## src/rtl/calc_pkg.sv

```systemverilog
// Shared calculator definitions: capture FSM state encoding and the number
// of operations the ALU implements (used by the op-code validity check).
package calc_pkg;

   typedef enum logic [1:0] {
      ESPERA_A  = 2'd0,
      ESPERA_B  = 2'd1,
      ESPERA_OP = 2'd2,
      LISTO     = 2'd3
   } estado_t;

   localparam int unsigned NUM_OPS = 10;

endpackage : calc_pkg

```

## src/rtl/antirrebote.sv

```systemverilog
// Button conditioning: 2-flop synchronizer, debounce counter and press
// (rising-edge) detector.
//   clk, rst : clock, asynchronous active-high reset
//   btn_in   : raw asynchronous pushbutton
//   nivel    : debounced button level
//   evento   : one-cycle pulse on each debounced 0->1 transition
module antirrebote #(
   parameter int unsigned DEBOUNCE_CYCLES = 250000
) (
   input  logic clk,
   input  logic rst,
   input  logic btn_in,
   output logic nivel,
   output logic evento
);

   localparam int unsigned CNT_W = $clog2(DEBOUNCE_CYCLES + 1);

   logic             sync1_q, sync1_d;
   logic             sync2_q, sync2_d;
   logic             nivel_q, nivel_d;
   logic             evento_q, evento_d;
   logic [CNT_W-1:0] cnt_q, cnt_d;

   // Next-state: count consecutive disagreeing cycles, toggle once the
   // count has been held at its limit for a further disagreeing cycle.
   always_comb begin
      sync1_d  = btn_in;
      sync2_d  = sync1_q;
      nivel_d  = nivel_q;
      cnt_d    = cnt_q;
      if (sync2_q != nivel_q) begin
         if (cnt_q == CNT_W'(DEBOUNCE_CYCLES)) begin
            nivel_d = ~nivel_q;
            cnt_d   = '0;
         end else begin
            cnt_d = cnt_q + CNT_W'(1);
         end
      end else begin
         cnt_d = '0;
      end
      evento_d = nivel_d & ~nivel_q;
   end

   // Conditioning registers
   always_ff @(posedge clk or posedge rst) begin
      if (rst) begin
         sync1_q  <= 1'b0;
         sync2_q  <= 1'b0;
         nivel_q  <= 1'b0;
         evento_q <= 1'b0;
         cnt_q    <= '0;
      end else begin
         sync1_q  <= sync1_d;
         sync2_q  <= sync2_d;
         nivel_q  <= nivel_d;
         evento_q <= evento_d;
         cnt_q    <= cnt_d;
      end
   end

   assign nivel  = nivel_q;
   assign evento = evento_q;

endmodule : antirrebote

```

## src/rtl/captura_operandos.sv

```systemverilog
// Calculator input stage: captures operand A, operand B and the op code from
// the switches, one item per debounced press of the load button, and presents
// them registered with a valid flag.
//   clk, rst    : clock, asynchronous active-high reset
//   btn_cargar  : raw load pushbutton
//   sw_dato     : operand switches (N bits)
//   sw_op       : op-code switches
//   a, b        : captured operands
//   operacion   : captured op code
//   valido      : a/b/operacion form one complete set
//   estado      : current capture state (LEDs)
//   op_invalida : one-cycle pulse when an op code is rejected
// Build option: define OP_VALIDACION_EN to reject op codes >= NUM_OPS.
module captura_operandos
   import calc_pkg::*;
#(
   parameter int unsigned N               = 4,
   parameter int unsigned DEBOUNCE_CYCLES = 250000
) (
   input  logic         clk,
   input  logic         rst,
   input  logic         btn_cargar,
   input  logic [N-1:0] sw_dato,
   input  logic [3:0]   sw_op,
   output logic [N-1:0] a,
   output logic [N-1:0] b,
   output logic [3:0]   operacion,
   output logic         valido,
   output logic [1:0]   estado,
   output logic         op_invalida
);

   logic evento;
   logic nivel_unused;

   antirrebote #(
      .DEBOUNCE_CYCLES (DEBOUNCE_CYCLES)
   ) u_antirrebote (
      .clk    (clk),
      .rst    (rst),
      .btn_in (btn_cargar),
      .nivel  (nivel_unused),
      .evento (evento)
   );

   estado_t      estado_q, estado_d;
   logic [N-1:0] a_q, a_d;
   logic [N-1:0] b_q, b_d;
   logic [3:0]   op_q, op_d;
   logic         valido_q, valido_d;
   logic         op_ok;

`ifdef OP_VALIDACION_EN
   logic op_invalida_q, op_invalida_d;
   assign op_ok = (sw_op < 4'(NUM_OPS));
`else
   assign op_ok = 1'b1;
`endif

   // Next-state and capture logic; everything holds without a press
   always_comb begin
      estado_d = estado_q;
      a_d      = a_q;
      b_d      = b_q;
      op_d     = op_q;
      valido_d = valido_q;
`ifdef OP_VALIDACION_EN
      op_invalida_d = 1'b0;
`endif
      if (evento) begin
         unique case (estado_q)
            ESPERA_A, LISTO: begin
               // valido drops together with the new A so no mixed set is flagged
               a_d      = sw_dato;
               valido_d = 1'b0;
               estado_d = ESPERA_B;
            end
            ESPERA_B: begin
               b_d      = sw_dato;
               estado_d = ESPERA_OP;
            end
            ESPERA_OP: begin
               if (op_ok) begin
                  op_d     = sw_op;
                  valido_d = 1'b1;
                  estado_d = LISTO;
               end else begin
`ifdef OP_VALIDACION_EN
                  op_invalida_d = 1'b1;
`endif
               end
            end
            default: estado_d = ESPERA_A;
         endcase
      end
   end

   // State and capture registers
   always_ff @(posedge clk or posedge rst) begin
      if (rst) begin
         estado_q <= ESPERA_A;
         a_q      <= '0;
         b_q      <= '0;
         op_q     <= '0;
         valido_q <= 1'b0;
      end else begin
         estado_q <= estado_d;
         a_q      <= a_d;
         b_q      <= b_d;
         op_q     <= op_d;
         valido_q <= valido_d;
      end
   end

`ifdef OP_VALIDACION_EN
   always_ff @(posedge clk or posedge rst) begin
      if (rst) op_invalida_q <= 1'b0;
      else     op_invalida_q <= op_invalida_d;
   end
   assign op_invalida = op_invalida_q;
`else
   assign op_invalida = 1'b0;
`endif

   assign a         = a_q;
   assign b         = b_q;
   assign operacion = op_q;
   assign valido    = valido_q;
   assign estado    = estado_q;

endmodule : captura_operandos

```

## config.mk

```make
export PLATFORM = sky130hd
export DESIGN_NAME = captura_operandos
export DESIGN_NICKNAME = d
export VERILOG_FILES = /design/src/rtl/calc_pkg.sv /design/src/rtl/antirrebote.sv /design/src/rtl/captura_operandos.sv
export SDC_FILE = /design/constraint.sdc
export NUM_CORES = 1
export LEC_CHECK = 0
export CAP_MARGIN = 20
export CORE_ASPECT_RATIO = 1.4
export CORE_MARGIN = 2
export CORE_UTILIZATION = 56
export CTS_BUF_LIST = sky130_fd_sc_hd__clkbuf_2
export DETAILED_ROUTE_END_ITERATION = 6
export PLACE_DENSITY_LB_ADDON = 0.3
export RECOVER_POWER = 50
export SLEW_MARGIN = 20
export SYNTH_ARGS = -nofsm -noshare
export SYNTH_HDL_FRONTEND = slang
export SYNTH_SLANG_ARGS = --single-unit
```

## constraint.sdc

```tcl
create_clock -name clk -period 3.4 [get_ports clk]
set_input_delay 0.51 -clock clk [delete_from_list [all_inputs] [get_ports clk]]
set_output_delay 0.51 -clock clk [all_outputs]
set_load 0.03 [all_outputs]
```

Word-level counts from Yosys, hierarchy flattened
Cells that the tools add are included.
{"block": "totals", "register_bits": 37, "in_bits": 11}
{"block": "op_classes", "add_sub_neg": 1, "bitwise": 2, "reduce_logical": 7, "eq_ne": 5, "mux": 6}
{"cell": "2-to-1 mux 18 bit", "n": 2}
{"cell": "adder 18 x 1 -> 18 bit (second input constant)", "n": 1}
{"cell": "equality test 18 bit (second input constant)", "n": 1}
{"cell": "AND reduction 2 bit", "n": 4}
{"cell": "case mux 2 bit (3 select lines)", "n": 1}
{"cell": "equality test 2 bit (second input constant)", "n": 2}
{"cell": "equality test 2 x 1 -> 1 bit (second input constant)", "n": 1}
{"cell": "zero test 2 bit", "n": 1}
{"cell": "2-to-1 mux 1 bit", "n": 2}
{"cell": "case mux 1 bit (2 select lines)", "n": 1}
{"cell": "nonzero test 2 bit", "n": 1}
{"cell": "OR reduction 2 bit", "n": 1}
{"cell": "AND 1 bit", "n": 1}
{"cell": "!= test 1 bit", "n": 1}
{"cell": "NOT 1 bit", "n": 1}

Longest topological paths before layout
Gate-level depths: netlist of run 1.
{"block": "logic_depth", "depth_word": 4, "ltp_mapped": 6, "mapped_depth_nobuf": 5}

Cells and area by module
From an unflattened synthesis of run 1, not the netlist that was laid out.
{"block": "unflattened", "hier_cells": 152, "hier_area_um2": 1724.2}
{"module": "antirrebote", "n_inst": 1, "seq_area_each_um2": 550.5, "area_per_inst_um2": 1094.8, "cells_per_inst": 109}
{"module": "captura_operandos", "n_inst": 1, "seq_area_each_um2": 375.4, "area_per_inst_um2": 629.4, "cells_per_inst": 43}

Worst setup path after synthesis of run 1
OpenSTA, ideal clock, no wires.
{"block": "synth_path", "path_type": "reg2reg", "start": "register u_antirrebote.cnt_q[5]", "end": "register u_antirrebote.nivel_q, in the netlist u_antirrebote.nivel", "required_ns": 3.275, "stages_incl_launch_ff": 5, "arrival_time_ns": 1.405, "setup_slack_ns": 1.870, "path_buffers": 0, "path_cell_list": "dfrtp_1 nor4b_1 nand4_1 nor2_1 mux2_2"}
{"block": "synth_between", "elab_chain_cells": 3}
{"element": "start: declaration", "line_no": "antirrebote.sv:23", "rtl": "logic [CNT_W-1:0] cnt_q, cnt_d;"}
{"element": "start signal: assignment", "line_no": "antirrebote.sv:58", "rtl": "cnt_q <= cnt_d;"}
{"element": "equality test 18 bit", "line_no": "antirrebote.sv:33", "rtl": "if (cnt_q == CNT_W'(DEBOUNCE_CYCLES)) begin"}
{"element": "2-to-1 mux 1 bit", "line_no": "antirrebote.sv:33"}
{"element": "2-to-1 mux 1 bit", "line_no": "antirrebote.sv:32", "rtl": "if (sync2_q != nivel_q) begin"}
{"element": "via u_antirrebote.nivel_d", "line_no": "antirrebote.sv:21", "rtl": "logic nivel_q, nivel_d;"}
{"element": "end signal: assignment", "line_no": "antirrebote.sv:56", "rtl": "nivel_q <= nivel_d;"}
{"element": "end: declaration", "line_no": "antirrebote.sv:21"}
The timed path passes the listed nets, and every way through them passes these cells.
A chain may end at the register's enable or synchronous reset.

Worst setup path in the final report of run 1
{"block": "layout_path", "start": "register estado_q[0], in the netlist estado[0]", "end": "output port estado[0]"}
{"element": "start: declaration", "line_no": "captura_operandos.sv:46", "rtl": "estado_t estado_q, estado_d;"}
{"element": "start signal: assignment", "line_no": "captura_operandos.sv:107", "rtl": "estado_q <= estado_d;"}
{"element": "end: declaration", "line_no": "captura_operandos.sv:29", "rtl": "output logic [1:0] estado,"}
No word-level cell between the ends.

==> impl_metrics.ini, run 1 <==
[clock_network]
clk_latency_ps = 370
cts_resized = 0
hold_buffers = 0
cts_tree = built
cts_buffers = 5
clock-sinks = 37
cts.clk_slew.worst_paths_ps = 160
htree_levels = 2
cts-root-buf = clkbuf_2
clock_path_buffers = 2
post_cts.repair.setup_buffers = 0

[worst_setup_path]
critPathArrivalTime_ps = 1520
cp-end-kind = output port
path_max_fanout = 5
crit_family = buffers and inverters
cpMaxStageDelayCell = clkdlybuf4s50_1
crit_required_ps = 2890
setup.worst_path.start_class = register
worstPathCellList = clkdlybuf4s50_1
critPathMaxStageDelay_ps = 700
critPathBufInv = 1
critical_path_class = register to output port

[detailed_routing]
viasPerCell = 5.51
drt-met1-wl_um = 1190
drt_iter0_markers = 24
drc_errors = 0
wl_per_cell_um = 14.7
detailroute.wirelength.met2_um = 1790
ant_nets = 0
route.met3.wl_um = 132
top_layer = met4
drtPass1Iterations = 4
routed_wl_um = 3130
vias = 1174

[sta]
fmax_ghz = 0.492
fin_skew_ps = 6.84
finalSetupViolCount = 0
fin_setup_tns_ps = 0
finalMaxSlewViolations = 0
fin_crit_sh_pct = 59.8
slew_headroom_pct = 27.3
rsz0062_at_grt = false
fin_crit_ps = 2030
timing.final.hold_violations = 0
worst_pin_slew_ps = 1090

[synth]
synthFlopType = dfrtp_1
synth_area_mm2 = 0.00170
synth.top_cells.by_area = dfrtp_1, mux2_2, xnor2_1
synth_edf_count = 0
ys.warnings.count = 0
ys_seq_area_share_pct = 54.5
synthCells = 145
avgSynthCellArea_um2 = 11.7
async_flop_share_pct = 100
synth_fp_nets = 161
yosys.area.top_type = dfrtp_1
synth_cell_types = 31
synth.top_cell.area_share_pct = 54.5
ys_ff_latch = 37

[pwr]
pwr-share-seq_pct = 65.0
p_int_mw = 0.531
p_sw_mw = 0.177
power_density_mw_per_mm2 = 350
p_leak_nw = 0.852
ir_drop_mv = 0.266
sw_frac_of_total_pct = 25.0
comb_power_share_pct = 10.0
clock_power_share_pct = 25.0

[die]
start_util_pct = 59.1
num_rows = 23
die_area_mm2 = 0.00350
core_area_mm2 = 0.00288
fp.dieH_um = 69.2
ioPinCount = 27
die_w_um = 50.6

[final_layout]
final_common_cell = dfrtp_1
drive_above_1_share_pct = 15.3
antenna_cells = 0
multi_input_comb_area_um2 = 726
regArea_um2 = 926
nets = 192
fillCellCount = 223
fin_cells = 213
final_cell_mix = dfrtp_1, clkdlybuf4s50_1, nor2_1
synthToLayoutAreaGrowth_pct = 18.8
fin_util_pct = 70.2

[place]
gp_congestion = 0.845
dp_hpwl_um = 2370
place_inst = 206
port_buffers = 25

[grt]
grt_pass1_vias = 1235
antenna_found_initial = 0
track_usage_pct = 20.3
grt-ovfl-total = 0
grt_pass1_wl_um = 5360
grt_max_degree = 22

[hold_path]
min_path_type = register to register

[run_status]
status = completed

[run]
cap_violations = 0
==> layer usage <==
| layer | vias to the layer above | GRT usage (%) |
|---|---|---|
| met5 | - | 0 |
| met4 | 0 | 7.21 |
| met3 | 6 | 5.82 |
| met2 | 31 | 37.4 |
| met1 | 584 | 21.3 |
| li1 | 553 | - |
==> registers in the layout (all words and copies together) (netlist names) <==
signal,count
u_antirrebote.sync2_q,1
u_antirrebote.sync1_q,1
operacion,4
u_antirrebote.evento,1
u_antirrebote.nivel,1
u_antirrebote.cnt_q,18
valido,1
b,4
estado,2
a,4
==> per-stage QoR <==
step	area, um^2	power (mW)	hold slack (ps)	worst slack, ps
2_1_floorplan	1700	0.507	331	1870
3_3_place_gp	1990	0.538	336	1670
3_5_place_dp	1990	0.541	345	1620
4_1_cts	2020	0.723	393	1340
5_1_grt	2020	0.746	405	1100
6_report	2020	0.707	384	1370
==> path summary, 6_finish.rpt <==
check                                                       from  cells after the start                           endpoint  slack, ps
max in group asynchronous                                    rst                      3  u_antirrebote.cnt_q[16]$_DFF_PP0_       1390
worst min register to register   u_antirrebote.sync1_q$_DFF_PP0_                      0    u_antirrebote.sync2_q$_DFF_PP0_        380
worst max-delay path                       estado[0]$_DFFE_PP0P_                      1                          estado[0]       1370
worst min-delay path             u_antirrebote.sync1_q$_DFF_PP0_                      0    u_antirrebote.sync2_q$_DFF_PP0_        380
worst max register to register  u_antirrebote.cnt_q[5]$_DFF_PP0_                      4  u_antirrebote.cnt_q[11]$_DFF_PP0_       1580
min in group asynchronous                                    rst                      2              estado[1]$_DFFE_PP0P_        620
==> synth_stat cells, drive strengths merged, types with 2 or more instances <==
cell type and instances:
mux2 14, o21ai 2, nor3 5, inv 9, buf 2, nand2 6, nor4b 2, nand3b 2
nor2 20, xor2 3, ha 5, a21oi 2, o21a 2, nor4 4, nand4 5, dfrtp 37
nand3 6, xnor2 11
==> area by class of cell <==
| type | instances | area share [%] |
|---|---|---|
| multi-input cells | 97 | 35.9 |
| clock buffers | 6 | 1.49 |
| inverters | 9 | 1.67 |
| flip-flops and latches | 37 | 45.8 |
| well taps | 37 | 2.29 |
| clock inverters | 1 | 0.186 |
| repair buffers | 26 | 12.6 |
==> power by group through the flow <==
stage          combinational, mW  clock [mW]  sequential, mW
3_3_place_gp              0.0712           0           0.467
5_1_grt                   0.0771       0.207           0.462
2_1_floorplan             0.0259           0           0.481
3_5_place_dp              0.0730           0           0.468
4_1_cts                   0.0733       0.189           0.460
6_report                  0.0709       0.177           0.460
==> logic make-up after synthesis <==
logic type | synth area share (%)
AND/OR/NAND/NOR | 18.3
flip-flops | 54.5
multiplexers | 9.86
XOR/XNOR | 7.21
buffers and inverters | 2.87
AO/OA/AOI/OAI | 3.38
adder cells (fa/ha/maj) | 3.68
other | 0.221
(Power assumes the default switching activity.)
==> inputs of run 2 (changes only) <==
Settings changed: CORE_UTILIZATION 56 to 55.
Clock period 3.4 ns to 2 ns, I/O delays scaled along.
==> impl_metrics.ini, run 2 (synthesis gave the netlist of run 1 again) <==
[pwr]
ir_drop_mv = 0.412
comb_power_share_pct = 10.2
sw_frac_of_total_pct = 25.3
clock_power_share_pct = 25.4
p_leak_nw = 0.865
p_int_mw = 0.905
p_sw_mw = 0.307
pwr-share-seq_pct = 64.4
power_density_mw_per_mm2 = 596

[die]
fp.dieH_um = 69.8
core_area_mm2 = 0.00291
start_util_pct = 58.5
die_area_mm2 = 0.00356
die_w_um = 51.0
num_rows = 23
ioPinCount = 27

[worst_setup_path]
crit_required_ps = 1700
critPathBufInv = 1
crit_family = buffers and inverters
setup.worst_path.start_class = register
cpMaxStageDelayCell = clkdlybuf4s50_1
path_max_fanout = 5
worstPathCellList = clkdlybuf4s50_1
cp-end-kind = output port
critPathMaxStageDelay_ps = 700
critPathArrivalTime_ps = 1520
critical_path_class = register to output port

[final_layout]
nets = 194
drive_above_1_share_pct = 16.9
antenna_cells = 0
largest_reg_flops = 18
fin_util_pct = 70.0
synthToLayoutAreaGrowth_pct = 19.7
regMostFlops = u_antirrebote.cnt_q
final_common_cell = dfrtp_1
final_cell_mix = dfrtp_1, clkdlybuf4s50_1, nor2_1

[detailed_routing]
routed_wl_um = 2990
drt_iter0_markers = 13
viasPerCell = 5.42
drc_errors = 0
vias = 1166
drtPass1Iterations = 4
ant_nets = 0
wl_per_cell_um = 13.9

[sta]
slew_headroom_pct = 41.8
fin_setup_tns_ps = 0
worst_pin_slew_ps = 873
fin_crit_sh_pct = 91.1
timing.final.hold_violations = 0
fin_crit_ps = 1820
finalMaxSlewViolations = 0
finalSetupViolCount = 0
rsz0062_at_grt = false
fin_skew_ps = 12.2
fmax_ghz = 0.549

[grt]
top_usage_layer = met2
track_usage_pct = 20.1
met1_usage_pct = 21.0
grt_use_met3_pct = 6.03
grt_max_degree = 38
antenna_found_initial = 0
grt_pass1_vias = 1253
use_met2_pct = 35.5
grt_pass1_wl_um = 5380
grt-ovfl-total = 0

[clock_network]
clock_path_buffers = 2
clock-sinks = 37
cts_tree = built
hold_buffers = 0
cts-root-buf = clkbuf_2
clk_latency_ps = 380
post_cts.repair.setup_buffers = 0
cts_buffers = 5
cts_resized = 0
htree_levels = 2
cts.clk_slew.worst_paths_ps = 170

[place]
dp_hpwl_um = 2250
port_buffers = 25
gp_congestion = 0.821

[run]
cap_violations = 0

[hold_path]
min_path_type = register to register

[run_status]
status = completed
==> run 2: cell types whose count changed in the layout (fill, tap and decap cells not counted) <==
| cell | delta |
|---|---|
| buf_4 | +2 |
| clkbuf_1 | -1 |
| clkbuf_2 | +1 |
==> run 2: final timing paths <==
kind,end,slack (ps),start,cells past startpoint
max,estado[0],180,estado[0]$_DFFE_PP0P_,1
min,u_antirrebote.sync2_q$_DFF_PP0_,380,u_antirrebote.sync1_q$_DFF_PP0_,0
max reg2reg,u_antirrebote.cnt_q[16]$_DFF_PP0_,260,u_antirrebote.cnt_q[0]$_DFF_PP0_,5
min reg2reg,u_antirrebote.sync2_q$_DFF_PP0_,380,u_antirrebote.sync1_q$_DFF_PP0_,0
max in group asynchronous,u_antirrebote.cnt_q[9]$_DFF_PP0_,850,rst,3
min in group asynchronous,operacion[1]$_DFFE_PP0P_,600,rst,3
==> run 2: area by class of cell <==
| class | instances | area [um^2] |
|---|---|---|
| flip-flops and latches | 37 | 926 |
| fillers | 224 | 871 |
| multi-input cells | 97 | 726 |
| repair buffers | 28 | 270 |
| well taps | 37 | 46.3 |
| inverters | 9 | 33.8 |
| clock buffers | 6 | 30.0 |
| clock inverters | 1 | 3.75 |
==> run 2: routing by layer <==
metal	wire (um)	vias to the layer above
met4	40	0
met2	1620	20
met3	105	5
met5	0	-
met1	1230	585
li1	-	556
==> run 2: per-stage QoR <==
stage	setup WS, ps	hold slack, ps	total power [mW]	instances	area, um^2
final	177	376	1.21	215	2040
after global routing	75.9	387	1.28	215	2040
after CTS	154	311	1.23	215	2040
after detailed placement	265	345	0.923	208	2000
after global placement	351	336	0.917	208	2000
after floorplan	470	331	0.862	145	1700
==> run 2: power by group through the flow <==
| stage | clock network (mW) | registers (mW) | logic [mW] |
|---|---|---|---|
| finish | 0.307 | 0.781 | 0.124 |
| global route | 0.358 | 0.784 | 0.135 |
| detailed placement | 0 | 0.796 | 0.127 |
| floorplan | 0 | 0.818 | 0.0440 |
| global placement | 0 | 0.793 | 0.124 |
| CTS | 0.320 | 0.782 | 0.128 |
==> inputs of run 3 (changes only) <==
Settings changed: CORE_ASPECT_RATIO 1.4 to 1.1, RECOVER_POWER 50 to not set.
==> impl_metrics.ini, run 3 (synthesis gave the netlist of run 1 again) <==
[run_status]
status = completed

[final_layout]
antenna_cells = 0
fillCellCount = 244
synthToLayoutAreaGrowth_pct = 19.0
stdcell_area_mm2 = 0.00202
regArea_um2 = 926
final_common_cell = dfrtp_1
drive_above_1_share_pct = 16.5
multi_input_comb_area_um2 = 726
largest_reg_flops = 18
nets = 193
final_cell_mix = dfrtp_1, clkdlybuf4s50_1, nor2_1
regMostFlops = u_antirrebote.cnt_q

[sta]
rsz0062_at_grt = false
finalSetupViolCount = 0
fin_setup_tns_ps = 0
fmax_ghz = 0.551
fin_skew_ps = 5.10
timing.final.hold_violations = 0
fin_crit_ps = 1810
finalMaxSlewViolations = 0
fin_crit_sh_pct = 90.7

[clock_network]
cts_resized = 0
hold_buffers = 0
clock-sinks = 37
cts_tree = built
htree_levels = 2
clock_path_buffers = 2
post_cts.repair.setup_buffers = 0
cts-root-buf = clkbuf_2
cts.clk_slew.worst_paths_ps = 170
cts_buffers = 5
clk_latency_ps = 370

[place]
port_buffers = 25
place_area_mm2 = 0.00199
dp_hpwl_um = 2130
gp_congestion = 0.830

[hold_path]
min_path_type = input pin to async pin

[pwr]
clock_power_share_pct = 24.6
pwr-share-seq_pct = 65.0
p_sw_mw = 0.305
p_int_mw = 0.895
p_total_mw = 1.20
comb_power_share_pct = 10.3
power_density_mw_per_mm2 = 593
sw_frac_of_total_pct = 25.4
ir_drop_mv = 0.521
p_leak_nw = 0.859

[worst_setup_path]
timing.rr.end = u_antirrebote.cnt_q[16]$_DFF_PP0_
critPathBufInv = 1
crit_required_ps = 1700
reg2reg_depth = 5
path_max_fanout = 5
crit_family = buffers and inverters
cpMaxStageDelayCell = clkdlybuf4s50_1
critPathArrivalTime_ps = 1510
critPathMaxStageDelay_ps = 690
setup.worst_path.start_class = register
cp-end-kind = output port
critical_path_class = register to output port
worstReg2RegStart = u_antirrebote.cnt_q[0]$_DFF_PP0_
worstPathCellList = clkdlybuf4s50_1
rrSetupSlack_ps = 290

[grt]
grt-ovfl-total = 0
grt_pass1_wl_um = 5200
track_usage_pct = 19.1
grt_max_degree = 38
grt_pass1_vias = 1226
antenna_found_initial = 0

[detailed_routing]
drt_iter0_markers = 27
drc_errors = 0
drtPass1Iterations = 5
ant_nets = 0
wl_per_cell_um = 14.0
viasPerCell = 5.58
routed_wl_um = 2940
vias = 1171

[die]
num_rows = 21
die_area_mm2 = 0.00355
ioPinCount = 27
start_util_pct = 56.8
fp.dieH_um = 62.3
die_w_um = 57.0
core_area_mm2 = 0.00300

[run]
cap_violations = 0
==> run 3: cell count changes in the layout (fill, tap and decap cells not counted) <==
cell,delta
clkinv_2,+1
dlygate4sd3_1,-2
clkdlybuf4s50_1,+2
clkinv_1,-1
clkbuf_2,-2
==> run 3: cell type report <==
class | instances | area share (%)
clock buffers | 5 | 1.24
clock inverters | 1 | 0.247
inverters | 9 | 1.67
multi-input cells | 97 | 35.9
flip-flops and latches | 37 | 45.8
well taps | 34 | 2.10
repair buffers | 27 | 13.1
==> run 3: how the worst max path moves through the flow <==
stage	slack, ps	from	cells after the start	end
2_1_floorplan	470	u_antirrebote.cnt_q[5]$_DFF_PP0_	4	u_antirrebote.nivel$_DFF_PP0_
3_3_place_gp	360	u_antirrebote.cnt_q[8]$_DFF_PP0_	4	u_antirrebote.nivel$_DFF_PP0_
3_5_place_dp	310	u_antirrebote.cnt_q[0]$_DFF_PP0_	5	u_antirrebote.cnt_q[16]$_DFF_PP0_
4_1_cts	150	estado[0]$_DFFE_PP0P_	1	estado[0]
5_1_grt	90	estado[0]$_DFFE_PP0P_	1	estado[0]
6_report	190	estado[0]$_DFFE_PP0P_	1	estado[0]
==> run 3: routing by layer <==
layer	global-route usage [%]	part of all wire [%]	up-vias
met5	0	0	-
met4	7.85	1.8	0
met3	6.88	5.5	8
met2	33.2	51	33
met1	20.8	41	573
li1	-	-	557
==> run 3: power by group through the flow <==
stage                     Sequential, mW  Clock [mW]  Combinational [mW]
after floorplan                    0.818           0              0.0440
after global placement             0.793           0               0.123
after detailed placement           0.795           0               0.126
after CTS                          0.781       0.309               0.127
after global routing               0.784       0.341               0.136
final                              0.781       0.296               0.124
==> run 3: stage by stage <==
stage               setup WS (ps)  hold WS (ps)  util, %  cells
floorplan                     470           331        -    145
global placement              361           336     66.5    204
detailed placement            314           342     66.5    204
CTS                           147           296     67.5    210
global route                 90.2           322     67.5    210
finish                        186           298     67.5    210
